--- src/rtl/affine_pkg.sv ---
// Shared widths, default AES affine constants and the GF(2) byte-affine helper
// used by the affine_out_pipe output stage.
package affine_pkg;

    localparam int BYTE_W     = 8;
    localparam int MAX_LANES  = 16;
    localparam int MAX_SHARES = 4;
    localparam int MAX_PIPE   = 3;

    localparam logic [63:0] AES_FWD_MAT = 64'hF87C3E1F8FC7E3F1;
    localparam logic [7:0]  AES_FWD_CST = 8'h63;
    localparam logic [63:0] IDENT_MAT   = 64'h8040201008040201;

    // Row i of the matrix sits in mat[8i+7:8i]; output bit i is the parity of row_i & a.
    function automatic logic [7:0] affine_byte(
        input logic [63:0] mat,
        input logic [7:0]  cst,
        input logic [7:0]  a,
        input logic        add_const
    );
        logic [7:0] z;
        z = '0;
        for (int i = 0; i < 8; i++) begin
            z[i] = (^(mat[8*i +: 8] & a)) ^ (add_const & cst[i]);
        end
        return z;
    endfunction

endpackage

--- src/rtl/affine_pipe_stage.sv ---
// One elastic valid/ready register slice; a full slice still accepts when its
// downstream takes the held word in the same cycle.
module affine_pipe_stage #(
    parameter int W = 8
) (
    input  logic         clk,
    input  logic         rst_n,
    input  logic         in_valid,
    output logic         in_ready,
    input  logic [W-1:0] in_payload,
    output logic         out_valid,
    input  logic         out_ready,
    output logic [W-1:0] out_payload
);

    logic         valid_q, valid_d;
    logic [W-1:0] payload_q, payload_d;

    assign in_ready    = ~valid_q | out_ready;
    assign out_valid   = valid_q;
    assign out_payload = payload_q;

    always_comb begin
        valid_d   = valid_q;
        payload_d = payload_q;
        if (in_ready) begin
            valid_d = in_valid;
            if (in_valid) begin
                payload_d = in_payload;
            end
        end
    end

    always_ff @(posedge clk or negedge rst_n) begin
        if (!rst_n) begin
            valid_q   <= 1'b0;
            payload_q <= '0;
        end else begin
            valid_q   <= valid_d;
            payload_q <= payload_d;
        end
    end

endmodule

--- src/rtl/affine_out_pipe.sv ---
// Shared-domain output affine map Z = M*A ^ C (constant on share 0 only) followed
// by PIPE elastic register slices. Define AFFINE_PARITY_EN to add the out_par port.
module affine_out_pipe
    import affine_pkg::*;
#(
    parameter int          LANES  = 4,
    parameter int          SHARES = 3,
    parameter int          PIPE   = 2,
    parameter logic [63:0] MAT0   = AES_FWD_MAT,
    parameter logic [7:0]  CST0   = AES_FWD_CST,
    parameter logic [63:0] MAT1   = IDENT_MAT,
    parameter logic [7:0]  CST1   = 8'h00
) (
    input  logic                         clk,
    input  logic                         rst_n,
    input  logic                         in_valid,
    output logic                         in_ready,
    input  logic                         in_mode,
    input  logic [LANES*SHARES*8-1:0]    in_data,
    output logic                         out_valid,
    input  logic                         out_ready,
    output logic                         out_mode,
`ifdef AFFINE_PARITY_EN
    output logic [LANES*SHARES-1:0]      out_par,
`endif
    output logic [LANES*SHARES*8-1:0]    out_data
);

    localparam int NB = LANES * SHARES;
    localparam int DW = NB * BYTE_W;
`ifdef AFFINE_PARITY_EN
    localparam int SW = DW + 1 + NB;
`else
    localparam int SW = DW + 1;
`endif

    if (LANES < 1 || LANES > MAX_LANES) begin : g_bad_lanes
        $error("affine_out_pipe: LANES out of range 1..16");
    end
    if (SHARES < 1 || SHARES > MAX_SHARES) begin : g_bad_shares
        $error("affine_out_pipe: SHARES out of range 1..4");
    end
    if (PIPE < 1 || PIPE > MAX_PIPE) begin : g_bad_pipe
        $error("affine_out_pipe: PIPE out of range 1..3");
    end

    logic [63:0]   sel_mat;
    logic [7:0]    sel_cst;
    logic [DW-1:0] xf_data;
    logic [SW-1:0] stage_in;

    assign sel_mat = in_mode ? MAT1 : MAT0;
    assign sel_cst = in_mode ? CST1 : CST0;

    // Byte index gi maps to share (gi % SHARES); only share 0 absorbs the constant.
    for (genvar gi = 0; gi < NB; gi++) begin : g_byte
        assign xf_data[gi*BYTE_W +: BYTE_W] =
            affine_byte(sel_mat, sel_cst, in_data[gi*BYTE_W +: BYTE_W], (gi % SHARES) == 0);
    end

`ifdef AFFINE_PARITY_EN
    logic [NB-1:0] xf_par;
    for (genvar gi = 0; gi < NB; gi++) begin : g_par
        assign xf_par[gi] = ^xf_data[gi*BYTE_W +: BYTE_W];
    end
    assign stage_in = {xf_par, in_mode, xf_data};
`else
    assign stage_in = {in_mode, xf_data};
`endif

    logic [PIPE:0] valid_c;
    logic [PIPE:0] ready_c;
    logic [SW-1:0] payload_c [0:PIPE];

    assign valid_c[0]    = in_valid;
    assign payload_c[0]  = stage_in;
    assign in_ready      = ready_c[0];
    assign ready_c[PIPE] = out_ready;

    for (genvar gi = 0; gi < PIPE; gi++) begin : g_stage
        affine_pipe_stage #(.W(SW)) u_stage (
            .clk         (clk),
            .rst_n       (rst_n),
            .in_valid    (valid_c[gi]),
            .in_ready    (ready_c[gi]),
            .in_payload  (payload_c[gi]),
            .out_valid   (valid_c[gi+1]),
            .out_ready   (ready_c[gi+1]),
            .out_payload (payload_c[gi+1])
        );
    end

    assign out_valid = valid_c[PIPE];
    assign out_data  = payload_c[PIPE][DW-1:0];
    assign out_mode  = payload_c[PIPE][DW];
`ifdef AFFINE_PARITY_EN
    assign out_par   = payload_c[PIPE][DW+1 +: NB];
`endif

endmodule

--- config.mk ---
export PLATFORM = sky130hd
export DESIGN_NAME = affine_out_pipe
export DESIGN_NICKNAME = d
export VERILOG_FILES = /design/src/rtl/affine_pkg.sv /design/src/rtl/affine_pipe_stage.sv /design/src/rtl/affine_out_pipe.sv
export SDC_FILE = /design/constraint.sdc
export NUM_CORES = 1
export LEC_CHECK = 0
export CORE_MARGIN = 2
export CORE_UTILIZATION = 48
export DETAILED_ROUTE_END_ITERATION = 16
export GPL_TIMING_DRIVEN = 0
export PLACE_DENSITY = 0.78
export SLEW_MARGIN = 40
export SYNTH_ARGS = -nofsm -noshare
export SYNTH_HDL_FRONTEND = slang
export SYNTH_SLANG_ARGS = --single-unit
--- constraint.sdc ---
create_clock -name clk -period 1.35 [get_ports clk]
set_clock_uncertainty 0.05 [all_clocks]
set_input_delay 0.27 -clock clk [delete_from_list [all_inputs] [get_ports clk]]
set_output_delay 0.27 -clock clk [all_outputs]
set_load 0.02 [all_outputs]
* Word-level counts from Yosys, hierarchy flattened
Cells that the tools add are included.
** Word-level totals
- Bits in registers :: 196
** Operators by class
- Multiplexer cells :: 2
- Bitwise gates (word level) :: 132
- Reduce and logical (&&, ||, !) cells :: 98
** Operators by type and width (number)
- $and A8 B8 Y8 :: 96
- $reduce_xor A8 Y1 :: 96
- $mux W63 :: 1
- $xor A1 B1 Y1 :: 28
- $mux W7 :: 1
- $reduce_and A2 Y1 :: 2
- $xor A1 B1 Y1 const B :: 4
- $not A1 Y1 :: 2
- $or A1 B1 Y1 :: 2

* Longest topological paths before layout
- Depth after elaboration :: 4
- Depth in mapped cells :: 7
- Depth with buffers taken out :: 4

* Hierarchy
A second synthesis with hierarchy kept.
** Second synthesis, totals
- Cell total of the unflattened synthesis :: 815
- Area, all modules :: 10522.6 um2
** By module, submodules not included
- affine_pipe_stage :: times used 2, cells each 208, area an instance 3758.6 um2, sequential area each 2452.4 um2
- affine_out_pipe :: times used 1, cells each 399, area an instance 3005.4 um2, sequential area each 0.0 um2

* Worst setup path after synthesis
Ideal clock, no wire load.
- Path type :: register to register
- Start :: reg g_stage[1].u_stage.valid_q
- End :: reg g_stage[0].u_stage.payload_q[73]
- Data arrival time :: 1.538 ns
- Required time :: 1.159 ns
- Path slack :: -0.379 ns
- Stages on the path, launching flop included :: 7
- Path through :: dfrtp_1 > nand3b_1 > and2_1 > buf_2 > buf_2 > clkbuf_1 > a31oi_1
** On the way
- Word-level cells in the longest chain between the ends :: 4
** Ends and longest elaborated chain
- start: declaration :: line affine_pipe_stage.sv:16 : logic valid_q, valid_d;
- start signal: assignment :: line affine_pipe_stage.sv:39 : valid_q <= valid_d;
- $not A1 Y1 :: line affine_pipe_stage.sv:19 : assign in_ready = ~valid_q | out_ready;
- $or A1 B1 Y1 (2 in series) :: line affine_pipe_stage.sv:19
- named net in_ready :: line affine_out_pipe.sv:17 : output logic in_ready,
- $reduce_and A2 Y1 (no source line)
- end signal: assignment :: line affine_pipe_stage.sv:40 : payload_q <= payload_d;
- end: declaration :: line affine_pipe_stage.sv:17 : logic [W-1:0] payload_q, payload_d;
The timed path passes the listed nets, and every way through them passes these cells.
A chain may end at the register's enable or synchronous reset.

* Worst setup path after layout
- Start :: in out_ready
- End :: out in_ready
** On the way
- Word-level cells in the longest chain between the ends :: 2
** Ends and longest elaborated chain
- start: declaration :: line affine_out_pipe.sv:21 : input logic out_ready,
- $or A1 B1 Y1 (2 in series) :: line affine_pipe_stage.sv:19
- end: declaration :: line affine_out_pipe.sv:17
No other way between the ends.

==> metrics.csv <==
stage,metric,value,unit
status,outcome,finished with violations,
status,failing checks,negative setup slack,
clock_tree,Clock Root Buffer,clkbuf_16,
global_routing,antenna violations before repair,0,
die,initial core utilization,49.1,%
finish,diode count,0,
clock_tree,CTS Buf Count,17,
run,max_cap viols,0,
yosys,cell count after synthesis,895,
worst_setup_path,WP data arrival,1300,ps
sta,Tmin final,1620,ps
finish,"non-filler cells, final",1425,
global_routing,vias in the first global route,7781,
die,Die H,151,µm
sta,Peak Freq,619,MHz
die,Ports,200,
yosys,synthesis-stage register bit count,196,
sta,Slew HR,54.8,%
clock_tree,CTS tree,done,
sta,"Period Utilization, post-route",120,%
min_path,Hold WC Path Type,input pin to flip-flop,
route,Via density,5.52,
min_path,hold depth,3,
route,DRC,0,
route,drt total wl,29000,µm
die,die boundary width,151,µm
yosys,top cell type's share of synthesized area,47.2,%
yosys,syn nets,996,
clock_tree,CTS Sinks,196,
clock_tree,H-tree levels,4,
yosys,Synth area leaders,"dfrtp_1 47%, mux2_1 11%, xnor2_1 9.1%",
worst_setup_path,CP endpoint kind,output pin,
finish,fin nets,1238,
route,WL/cell,20.4,µm
finish,footprint of the multi-input gates,5980,µm²
sta,final setup fails,196,
sta,Hold Slack,215,ps
finish,share of layout cells above drive strength 1,30.4,%
pwr,Pleak,6.18,nW
place,Cells after DPL,1370,
sta,Final WS setup,-266,ps
die,FP Rows,53,
worst_setup_path,R2R depth,5,
route,post-route antenna net violation count,0,
sta,RSZ-0062 raised after global routing,true,
clock_tree,"Reg clk slew, reported paths",70,ps
place,DP HPWL,19900,µm
sta,final slew viol count,0,
pwr,power per cell area,1440,nW/µm²
yosys,Ys Warns,0,
worst_setup_path,worst reg-to-reg setup slack,-250,ps
finish,Area Overhead vs Synth,38.4,%
global_routing,grt ovf,0,
clock_tree,clk buf depth,2,
place,DP Worst Slack,-690,ps
sta,final hold violations,0,
global_routing,pin count of the biggest net entering global routing,77,
worst_setup_path,maximum fanout along the worst path,3,
min_path,WHS Endpoint,g_stage[0].u_stage.out_payload[25],
yosys,Synth area leader,dfrtp_1,
yosys,sequential element share of the synthesized area,47.2,%
sta,measured slew at the worst slew-check pin,676,ps
min_path,Hold Startpoint,in_data[25],
place,port bufs,198,
worst_setup_path,worst r2r dst,g_stage[0].u_stage.out_payload[77],
yosys,synthesized area,10400,µm²
worst_setup_path,Critical Path RT,1030,ps
yosys,syn_area_per_cell,11.6,µm²
die,die area,22800,µm²
worst_setup_path,critical path class,input pin to output pin,
global_routing,first-pass GRT wire length,43100,µm
worst_setup_path,reg-to-reg startpoint,g_stage[1].u_stage.out_valid,
global_routing,All-Layer GR Usage,25.2,%
finish,register area,4910,µm²
finish,fillers,1510,
die,Core Area,21200,µm²
place,routability congestion estimate,0.842,
worst_setup_path,Startpoint Class,input pin,
pwr,worst vdd ir,0.979,mV
sta,Total Neg Setup Slack,-30350,ps
yosys,post-synthesis cell type count,20,
clock_tree,"Clk Latency, worst-skew pair",440,ps
route,DR iter-0 viols,405,
route,Via Count,7871,
route,DR pass1 iterations,4,
cells in the final DEF (no fill, tap or decap), drive strengths merged:
master / netlist / layout
inv: 0 / 7
xnor3: 40 / 40
buf: 24 / 145
o21ai: 96 / 96
clkdlybuf4s50: 0 / 96
clkinv: 0 / 3
or3: 56 / 56
xor2: 40 / 40
dlymetal6s2s: 0 / 2
dlygate4sd3: 0 / 1
a31oi: 56 / 56
dfrtp: 196 / 196
nand3b: 1 / 1
bufinv: 0 / 1
nand2: 45 / 47
nand2b: 3 / 3
nor2: 96 / 96
clkbuf: 24 / 42
clkinvlp: 0 / 4
xnor2: 120 / 120
mux2: 97 / 97
and2: 1 / 1
sequential cells by signal, summed over array words and instances (netlist names):
signal,count
g_stage.u_stage.out_payload,194
g_stage.u_stage.out_valid,2
synthesized netlist by cell type:
| master | count |
|---|---|
| dfrtp_1 | 196 |
| xor2_1 | 36 |
| nor2_2 | 8 |
| xor2_2 | 4 |
| o21ai_1 | 40 |
| buf_2 | 23 |
| nand2b_1 | 3 |
| o21ai_0 | 56 |
| nand3b_1 | 1 |
| mux2_1 | 97 |
| or3_1 | 56 |
| buf_1 | 1 |
| xnor2_2 | 12 |
| nor2_1 | 88 |
| nand2_1 | 45 |
| and2_1 | 1 |
| a31oi_1 | 56 |
| xnor3_1 | 40 |
| xnor2_1 | 108 |
| clkbuf_1 | 24 |
critical path, stage by stage:
cell and delay, ps:
clkdlybuf4s50_1 450, nand3b_1 340, buf_6 230
layer usage:
metal	routed length (µm)	global-route usage [%]	vias up
li1	-	-	3595
met1	12500	34.4	4000
met2	14500	41.2	230
met3	1390	4.25	46
met4	705	7.99	0
met5	0	0	-
final cells by class:
| type | count | share of cell area [%] |
|---|---|---|
| multi-input combinational | 653 | 41.6 |
| sequential | 196 | 34.1 |
| timing repair buffer | 222 | 13.8 |
| buffer | 47 | 4.17 |
| clock buffer | 17 | 2.96 |
| tap | 275 | 2.39 |
| clock inverter | 15 | 1.03 |
per-stage QoR:
stage                     total power [mW]  util (%)  area (µm²)
final                                 20.7      68.0       14400
after global routing                  21.7      68.0       14400
after CTS                             20.1      64.5       13600
after detailed placement              15.6      61.3       13000
after global placement                15.3      61.1       12900
after floorplan                       12.2         -       10600
report_power, final:
| group | switching, mW | internal [mW] | leakage [nW] |
|---|---|---|---|
| clock network | 2.42 | 2.60 | 0.272 |
| logic | 3.81 | 3.53 | 3.62 |
| registers | 0.981 | 7.36 | 2.28 |
cells by family after synthesis:
family	synth area share [%]
simple gates	8.97
xor+xnor	23.3
flops	47.2
compound gates	8.00
mux	10.5
buf+inv	2.01
worst max-delay path by stage:
stage	slack, ps	start	endpoint	depth (start not counted)
floorplan	-210	g_stage[1].u_stage.out_valid	g_stage[0].u_stage.out_payload[53]	7
global placement	-8790	rst_n	g_stage[1].u_stage.out_valid	1
detailed placement	-690	out_ready	g_stage[0].u_stage.out_payload[26]	7
CTS	-170	g_stage[0].u_stage.out_valid	g_stage[0].u_stage.out_payload[59]	6
global route	-290	g_stage[0].u_stage.out_valid	in_ready	2
finish	-270	out_ready	in_ready	3
what timing repair did:
item / in CTS / in global routing
hold buffers: 1 / 0
setup buffers: 4 / 4
pin swaps: 14 / 41
cloned: 6 / 9
gates resized for setup: 505 / 153
endpoints found under the hold margin: 61 / 0
endpoints found under the setup margin: 287 / 212
Power figures use the tool's default switching activity.
